`config.mk`:
```
export PLATFORM = sky130hd
export DESIGN_NAME = estagio_acesso_memoria
export DESIGN_NICKNAME = d
export VERILOG_FILES = /design/src/rtl/estagio_acesso_memoria.sv
export SDC_FILE = /design/constraint.sdc
export NUM_CORES = 1
export LEC_CHECK = 0
export CORE_ASPECT_RATIO = 0.9
export CORE_MARGIN = 1
export CORE_UTILIZATION = 46
export CTS_CLUSTER_DIAMETER = 40
export DETAILED_ROUTE_END_ITERATION = 10
export HOLD_SLACK_MARGIN = 0.1
export PLACE_DENSITY = 0.8
export SKIP_LAST_GASP = 1
export SYNTH_ARGS = -nofsm -noshare
export SYNTH_HDL_FRONTEND = slang
export SYNTH_SLANG_ARGS = --single-unit
```
`constraint.sdc`:
```
create_clock -name clock -period 3.3 [get_ports clock]
set_input_delay 0.66 -clock clock [delete_from_list [all_inputs] [get_ports clock]]
set_output_delay 0.66 -clock clock [all_outputs]
set_load 0.02 [all_outputs]
```
`src/rtl/estagio_acesso_memoria.sv`:
```
// estagio_acesso_memoria: MEM-stage controller in front of Memoria_de_Dados.
// Takes one load/store/passthrough per handshake from execute, holds a memory
// access for LATENCIA cycles, and retires every operation to write-back as a
// single-cycle wb_valido pulse.
// Optional feature: define MEM_BYPASS_EN to let a load that hits the last
// retired store complete in one cycle without touching memory.
module estagio_acesso_memoria #(
  parameter int LARGURA_DADO = 8,
  parameter int LARGURA_END  = 8,
  parameter int LARGURA_REG  = 3,
  parameter int LATENCIA     = 1
) (
  input  logic                    clock,
  input  logic                    reset,
  input  logic                    ex_valido,
  output logic                    ex_pronto,
  input  logic                    ex_LerMem,
  input  logic                    ex_EscMem,
  input  logic [LARGURA_END-1:0]  ex_endereco,
  input  logic [LARGURA_DADO-1:0] ex_dado,
  input  logic [LARGURA_REG-1:0]  ex_rd,
  output logic [LARGURA_END-1:0]  Endereco_mem,
  output logic [LARGURA_DADO-1:0] DadoEscr,
  output logic                    EscMem,
  output logic                    LerMem,
  input  logic [LARGURA_DADO-1:0] DadoLido,
  output logic                    wb_valido,
  output logic [LARGURA_DADO-1:0] wb_dado,
  output logic [LARGURA_REG-1:0]  wb_rd,
  output logic                    wb_EscReg
);

  // Counter only needs to reach LATENCIA-1; keep at least one bit.
  localparam int LARG_CONT = (LATENCIA > 1) ? $clog2(LATENCIA) : 1;
  localparam logic [LARG_CONT-1:0] CONT_INI = LARG_CONT'(LATENCIA - 1);

  localparam logic [0:0] OCIOSO = 1'b0;
  localparam logic [0:0] ACESSO = 1'b1;

  logic [0:0]              estado;
  logic [LARG_CONT-1:0]    cont;
  logic [LARGURA_END-1:0]  end_r;
  logic [LARGURA_DADO-1:0] dado_r;
  logic [LARGURA_REG-1:0]  rd_r;
  logic                    op_esc;   // latched op: 1 = store, 0 = load

  logic                    aceita;
  logic                    eh_esc;
  logic                    eh_ler;
  logic                    acerto;   // load served from the last-store record
  logic                    passa;    // operation retires on the accept edge
  logic                    fim;      // final ACESSO cycle
  logic [LARGURA_DADO-1:0] dado_passa;

  assign ex_pronto = (estado == OCIOSO) & ~reset;
  assign aceita    = ex_valido & ex_pronto;
  // Both flags set is illegal; write wins.
  assign eh_esc    = ex_EscMem;
  assign eh_ler    = ex_LerMem & ~ex_EscMem;
  assign passa     = ~eh_esc & (~eh_ler | acerto);
  assign fim       = (estado == ACESSO) && (cont == '0);

  // Memory strobes are combinational so that reset drops them immediately;
  // a store only writes in its last cycle, so an aborted store never writes.
  assign LerMem       = (estado == ACESSO) & ~op_esc & ~reset;
  assign EscMem       = fim & op_esc & ~reset;
  assign Endereco_mem = end_r;
  assign DadoEscr     = dado_r;

`ifdef MEM_BYPASS_EN
  logic                    ult_valido;
  logic [LARGURA_END-1:0]  ult_end;
  logic [LARGURA_DADO-1:0] ult_dado;

  // Record address/data of every store as it retires.
  always_ff @(posedge clock or posedge reset) begin
    if (reset) begin
      ult_valido <= 1'b0;
      ult_end    <= '0;
      ult_dado   <= '0;
    end else if (fim && op_esc) begin
      ult_valido <= 1'b1;
      ult_end    <= end_r;
      ult_dado   <= dado_r;
    end
  end

  assign acerto     = eh_ler & ult_valido & (ex_endereco == ult_end);
  assign dado_passa = acerto ? ult_dado : ex_dado;
`else
  assign acerto     = 1'b0;
  assign dado_passa = ex_dado;
`endif

  // Main control: accept in OCIOSO, count down in ACESSO, retire to write-back.
  always_ff @(posedge clock or posedge reset) begin
    if (reset) begin
      estado    <= OCIOSO;
      cont      <= '0;
      end_r     <= '0;
      dado_r    <= '0;
      rd_r      <= '0;
      op_esc    <= 1'b0;
      wb_valido <= 1'b0;
      wb_dado   <= '0;
      wb_rd     <= '0;
      wb_EscReg <= 1'b0;
    end else begin
      wb_valido <= 1'b0;
      case (estado)
        OCIOSO: begin
          if (aceita) begin
            if (passa) begin
              wb_valido <= 1'b1;
              wb_dado   <= dado_passa;
              wb_rd     <= ex_rd;
              wb_EscReg <= 1'b1;
            end else begin
              end_r  <= ex_endereco;
              dado_r <= ex_dado;
              rd_r   <= ex_rd;
              op_esc <= eh_esc;
              cont   <= CONT_INI;
              estado <= ACESSO;
            end
          end
        end
        ACESSO: begin
          if (cont == '0) begin
            estado    <= OCIOSO;
            wb_valido <= 1'b1;
            wb_rd     <= rd_r;
            if (op_esc) begin
              wb_dado   <= dado_r;
              wb_EscReg <= 1'b0;
            end else begin
              wb_dado   <= DadoLido;
              wb_EscReg <= 1'b1;
            end
          end else begin
            cont <= cont - 1'b1;
          end
        end
        default: estado <= OCIOSO;
      endcase
    end
  end

endmodule
```
# After elaboration in Yosys (flattened, before gate mapping)
# Cells that the tools add are included.
dict set report word_totals {
  register_bits 35
  in_bits 32
  out_inout_bits 32
  elab_cells 60
}
dict set report op_classes {
  addsub 1
  eq_ne 4
  muxes 26
  bitwise_logic 15
  n_reduce_logical 4
}
# operator n
set ops {}
lappend ops {{$mux W8} 4}
lappend ops {{$pmux W8 S2} 1}
lappend ops {{$mux W1} 13}
lappend ops {{$mux W3} 3}
lappend ops {{$and A1 B1 Y1} 8}
lappend ops {{$ne A2 B2 Y1 const B} 4}
lappend ops {{$pmux W1 S2} 4}
lappend ops {{$not A1 Y1} 7}
lappend ops {{$pmux W3 S2} 1}
lappend ops {{$reduce_and A3 Y1} 2}
lappend ops {{$reduce_and A2 Y1} 1}
lappend ops {{$logic_and A1 B1 Y1} 1}
lappend ops {{$sub A1 B1 Y1 const B} 1}

# Depth between registers and ports, before layout
dict set report depth {
  word_depth 7
  mapped_depth 5
  mapped_depth_nobuf 4
}

# Worst setup path after synthesis
# Ideal clock, no wire load.
dict set report synth_timing {
  path_type {input port to output port}
  from {input port reset}
  to {output port EscMem}
  t_arrival_ps 1458
  path_slack_ps 1182
  stages 2
  path_buffers 0
  path_cell_list {inv_2 -> and3_2}
}
dict set report synth_via {
  elab_chain_cells 2
}
# element line_no
set synth_lines {}
lappend synth_lines {{from (decl)} 14} ;# input logic reset,
lappend synth_lines {{$not A1 Y1} 66} ;# assign EscMem = fim & op_esc & ~reset;
lappend synth_lines {{$and A1 B1 Y1} 66}
lappend synth_lines {{to (decl)} 24} ;# output logic EscMem,
# No other way between the ends.

# Final worst setup path
dict set report layout_timing {
  from {input port reset}
  to {output port LerMem}
}
dict set report layout_via {
  elab_chain_cells 2
}
# element line_no
set layout_lines {}
lappend layout_lines {{$not A1 Y1} 65} ;# assign LerMem = (estado == ACESSO) & ~op_esc & ~reset;
lappend layout_lines {{$and A1 B1 Y1} 65}
lappend layout_lines {{to (decl)} 25} ;# output logic LerMem,
# No other way between the ends.

==> flow_summary.json <==
{
  "setup_tns_ns": 0,
  "fin_nets": 200,
  "outcome": "finished, final reports clean",
  "dieArea_um2": 3700,
  "ys.warnings.count": 0,
  "critPathCaptureType": "output port",
  "critPathRequiredTime_ns": 2.64,
  "async_flop_share": 1.00,
  "clock_latency_ns": 0.27,
  "final_hold_viol_count": 0,
  "finalCritPeriodShare": 0.836,
  "synth_cell_types": 22,
  "grt_overflow": 0,
  "synth_common_cells": "dfrtp_1 (34), mux2_4 (22), a221o_1 (8), mux2i_1 (8), nor2b_1 (8)",
  "wl_mm": 3.51,
  "cts_sinks": 34,
  "r2r-start": "estado$_DFF_PP0_",
  "syn_nets": 134,
  "ys_ff_latch": 34,
  "cts.path.max_buffers": 2,
  "netSwitchingFraction": 0.298,
  "syn2layout_area_growth_pct": 45.6,
  "placed_area_um2": 2240,
  "finalCriticalPeriod_ns": 2.76,
  "antenna_found_initial": 0,
  "netlist_top_cells_area": "dfrtp_1 (54%), mux2_4 (21%), a221o_1 (5.0%)",
  "syn_area_um2": 1590,
  "reg2reg_slack_ns": 1.42,
  "timing.slew.headroom": 0.565,
  "die_y_um": 57.8,
  "syn_inst": 102,
  "utilization": 0.732,
  "yosysMostFrequentCell": "dfrtp_1",
  "maxCapViolCount": 0,
  "drt-vias-per-instance": 5.21,
  "cts_root_buffer": "clkbuf_8",
  "die_w_um": 64.0,
  "cts_hold_buf": 0,
  "worst_pin_slew_ns": 0.652,
  "fp-row-count": 19,
  "antennaDiodeCount": 0,
  "rsz0062_at_grt": "no",
  "synth-edff-count": 0,
  "p_clk_frac": 0.205,
  "numCtsBuffers": 5,
  "p_leak_uw": 0.00100,
  "core_area_um2": 3160,
  "design_area_um2": 2310,
  "firstDrtPassIters": 4,
  "fillerInstances": 203,
  "avgRoutedWirePerCell_um": 16.7,
  "cts_tree": "done",
  "path_max_fanout": 5,
  "startpoint_type": "input port",
  "first_iter_violations": 47,
  "seq_power_share": 0.431,
  "top_level_ports": 64,
  "syn_area_per_cell_um2": 15.6,
  "max_freq_mhz": 362,
  "cts_resized": 0,
  "powerDensity_nw_per_um2": 579,
  "path_clk_slew_ns": 0.06,
  "start_util": 0.503,
  "synth_top_cell_by_area": "dfrtp_1",
  "intPower_uw": 940,
  "worst_ep_arrival_time_ns": 2.10,
  "min_path_type": "reg2reg",
  "grt_pass1_wl_mm": 5.72,
  "vias": 1094,
  "power_switching_uw": 399,
  "drive_above_1_share": 0.226,
  "slew_viol_final": 0,
  "setup_violations": 0,
  "ff2ff_path_depth": 3,
  "drc": 0,
  "place_inst": 203,
  "grt_max_degree": 36,
  "htreeDepth": 2,
  "layout.cells.non_filler": 210,
  "min_path_cells": 1,
  "first_global_vias": 1123,
  "critPathCapture": "LerMem",
  "yosysSeqAreaShare": 0.535,
  "io_buffers": 63,
  "synth_ff_type": "dfrtp_1",
  "grt_usage": 0.212,
  "skew_ns": 0.00221,
  "p_comb_frac": 0.364,
  "ant_nets": 0,
  "synth_top_area_share": 0.535,
  "place_congestion": 0.775,
  "peakVddDrop_mv": 0.362,
  "post-cts-setup-buffer-count": 0,
  "worstSetupStartpoint": "reset",
  "path_class": "in2out",
  "dp_hpwl_mm": 2.49,
  "timing.rr.end": "Endereco_mem[5]$_DFFE_PP0P_"
}
through the flow:
| stage | power (uW) | setup WS (ns) | hold WS (ns) |
|---|---|---|---|
| 2_1_floorplan | 838 | 1.18 | 0.476 |
| 3_3_place_gp | 1060 | 0.592 | 0.489 |
| 3_5_place_dp | 1070 | 0.533 | 0.493 |
| 4_1_cts | 1350 | 0.533 | 0.516 |
| 5_1_grt | 1410 | 0.485 | 0.535 |
| 6_report | 1340 | 0.540 | 0.513 |
power groups by stage:
stage | Combinational, uW | Clock (uW) | Sequential, uW
finish | 488 | 274 | 578
global route | 512 | 310 | 590
CTS | 492 | 283 | 577
detailed placement | 490 | 0 | 582
global placement | 482 | 0 | 576
floorplan | 180 | 0 | 658
how the worst min path moves through the flow:
stage | startpoint | to | slack, ns
detailed placement | rd_r[0]$_DFFE_PP0P_ | rd_r[0]$_DFFE_PP0P_ | 0.49
CTS | rd_r[0]$_DFFE_PP0P_ | rd_r[0]$_DFFE_PP0P_ | 0.52
global route | Endereco_mem[4]$_DFFE_PP0P_ | Endereco_mem[4]$_DFFE_PP0P_ | 0.54
global placement | rd_r[2]$_DFFE_PP0P_ | rd_r[2]$_DFFE_PP0P_ | 0.49
floorplan | rd_r[2]$_DFFE_PP0P_ | rd_r[2]$_DFFE_PP0P_ | 0.48
finish | wb_dado[1]$_DFFE_PP0P_ | wb_dado[1]$_DFFE_PP0P_ | 0.51
state kept, by name (all words and copies together), names as in the netlist:
name / count
op_esc: 1
wb_rd: 3
estado: 1
Endereco_mem: 8
rd_r: 3
wb_valido: 1
wb_EscReg: 1
DadoEscr: 8
wb_dado: 8
worst max-delay path: stages:
cell	delay (ns)
clkdlybuf4s50_1	0.55
nor3b_1	0.26
clkdlybuf4s50_1	0.64
placed cells by master (no fill, tap or decap), types with 2 or more instances in the layout:
| cell | netlist | routed |
|---|---|---|
| a221o_1 | 8 | 8 |
| clkbuf_1 | 1 | 2 |
| clkbuf_8 | 0 | 5 |
| clkdlybuf4s50_1 | 0 | 63 |
| dfrtp_1 | 34 | 34 |
| mux2_2 | 3 | 3 |
| mux2_4 | 22 | 22 |
| mux2i_1 | 8 | 8 |
| nor2_1 | 2 | 2 |
| nor2b_1 | 8 | 8 |
per-layer routing:
layer,vias to the layer above,part of all wire,track usage
met2,24,0.52,0.345
met4,0,0.0040,0.0779
met1,564,0.44,0.274
li1,504,-,-
met3,2,0.038,0.0591
met5,-,0,0
layout make-up:
class                      count  area, um2  share of cell area
sequential                    34        851               0.368
multi-input combinational     61        687               0.297
timing repair buffer          64        638               0.276
clock buffer                   7       76.3              0.0330
tap                           42       52.6              0.0227
inverter                       2       10.0             0.00432
logic make-up (layout without fill, tap and decap cells):
| family | count (synthesis) | in the layout | share of synthesized area |
|---|---|---|---|
| buf+inv | 7 | 73 | 0.0330 |
| mux | 33 | 33 | 0.279 |
| simple gates | 17 | 17 | 0.0779 |
| flops | 34 | 34 | 0.535 |
| compound gates | 11 | 11 | 0.0747 |
(Power assumes the default switching activity.)
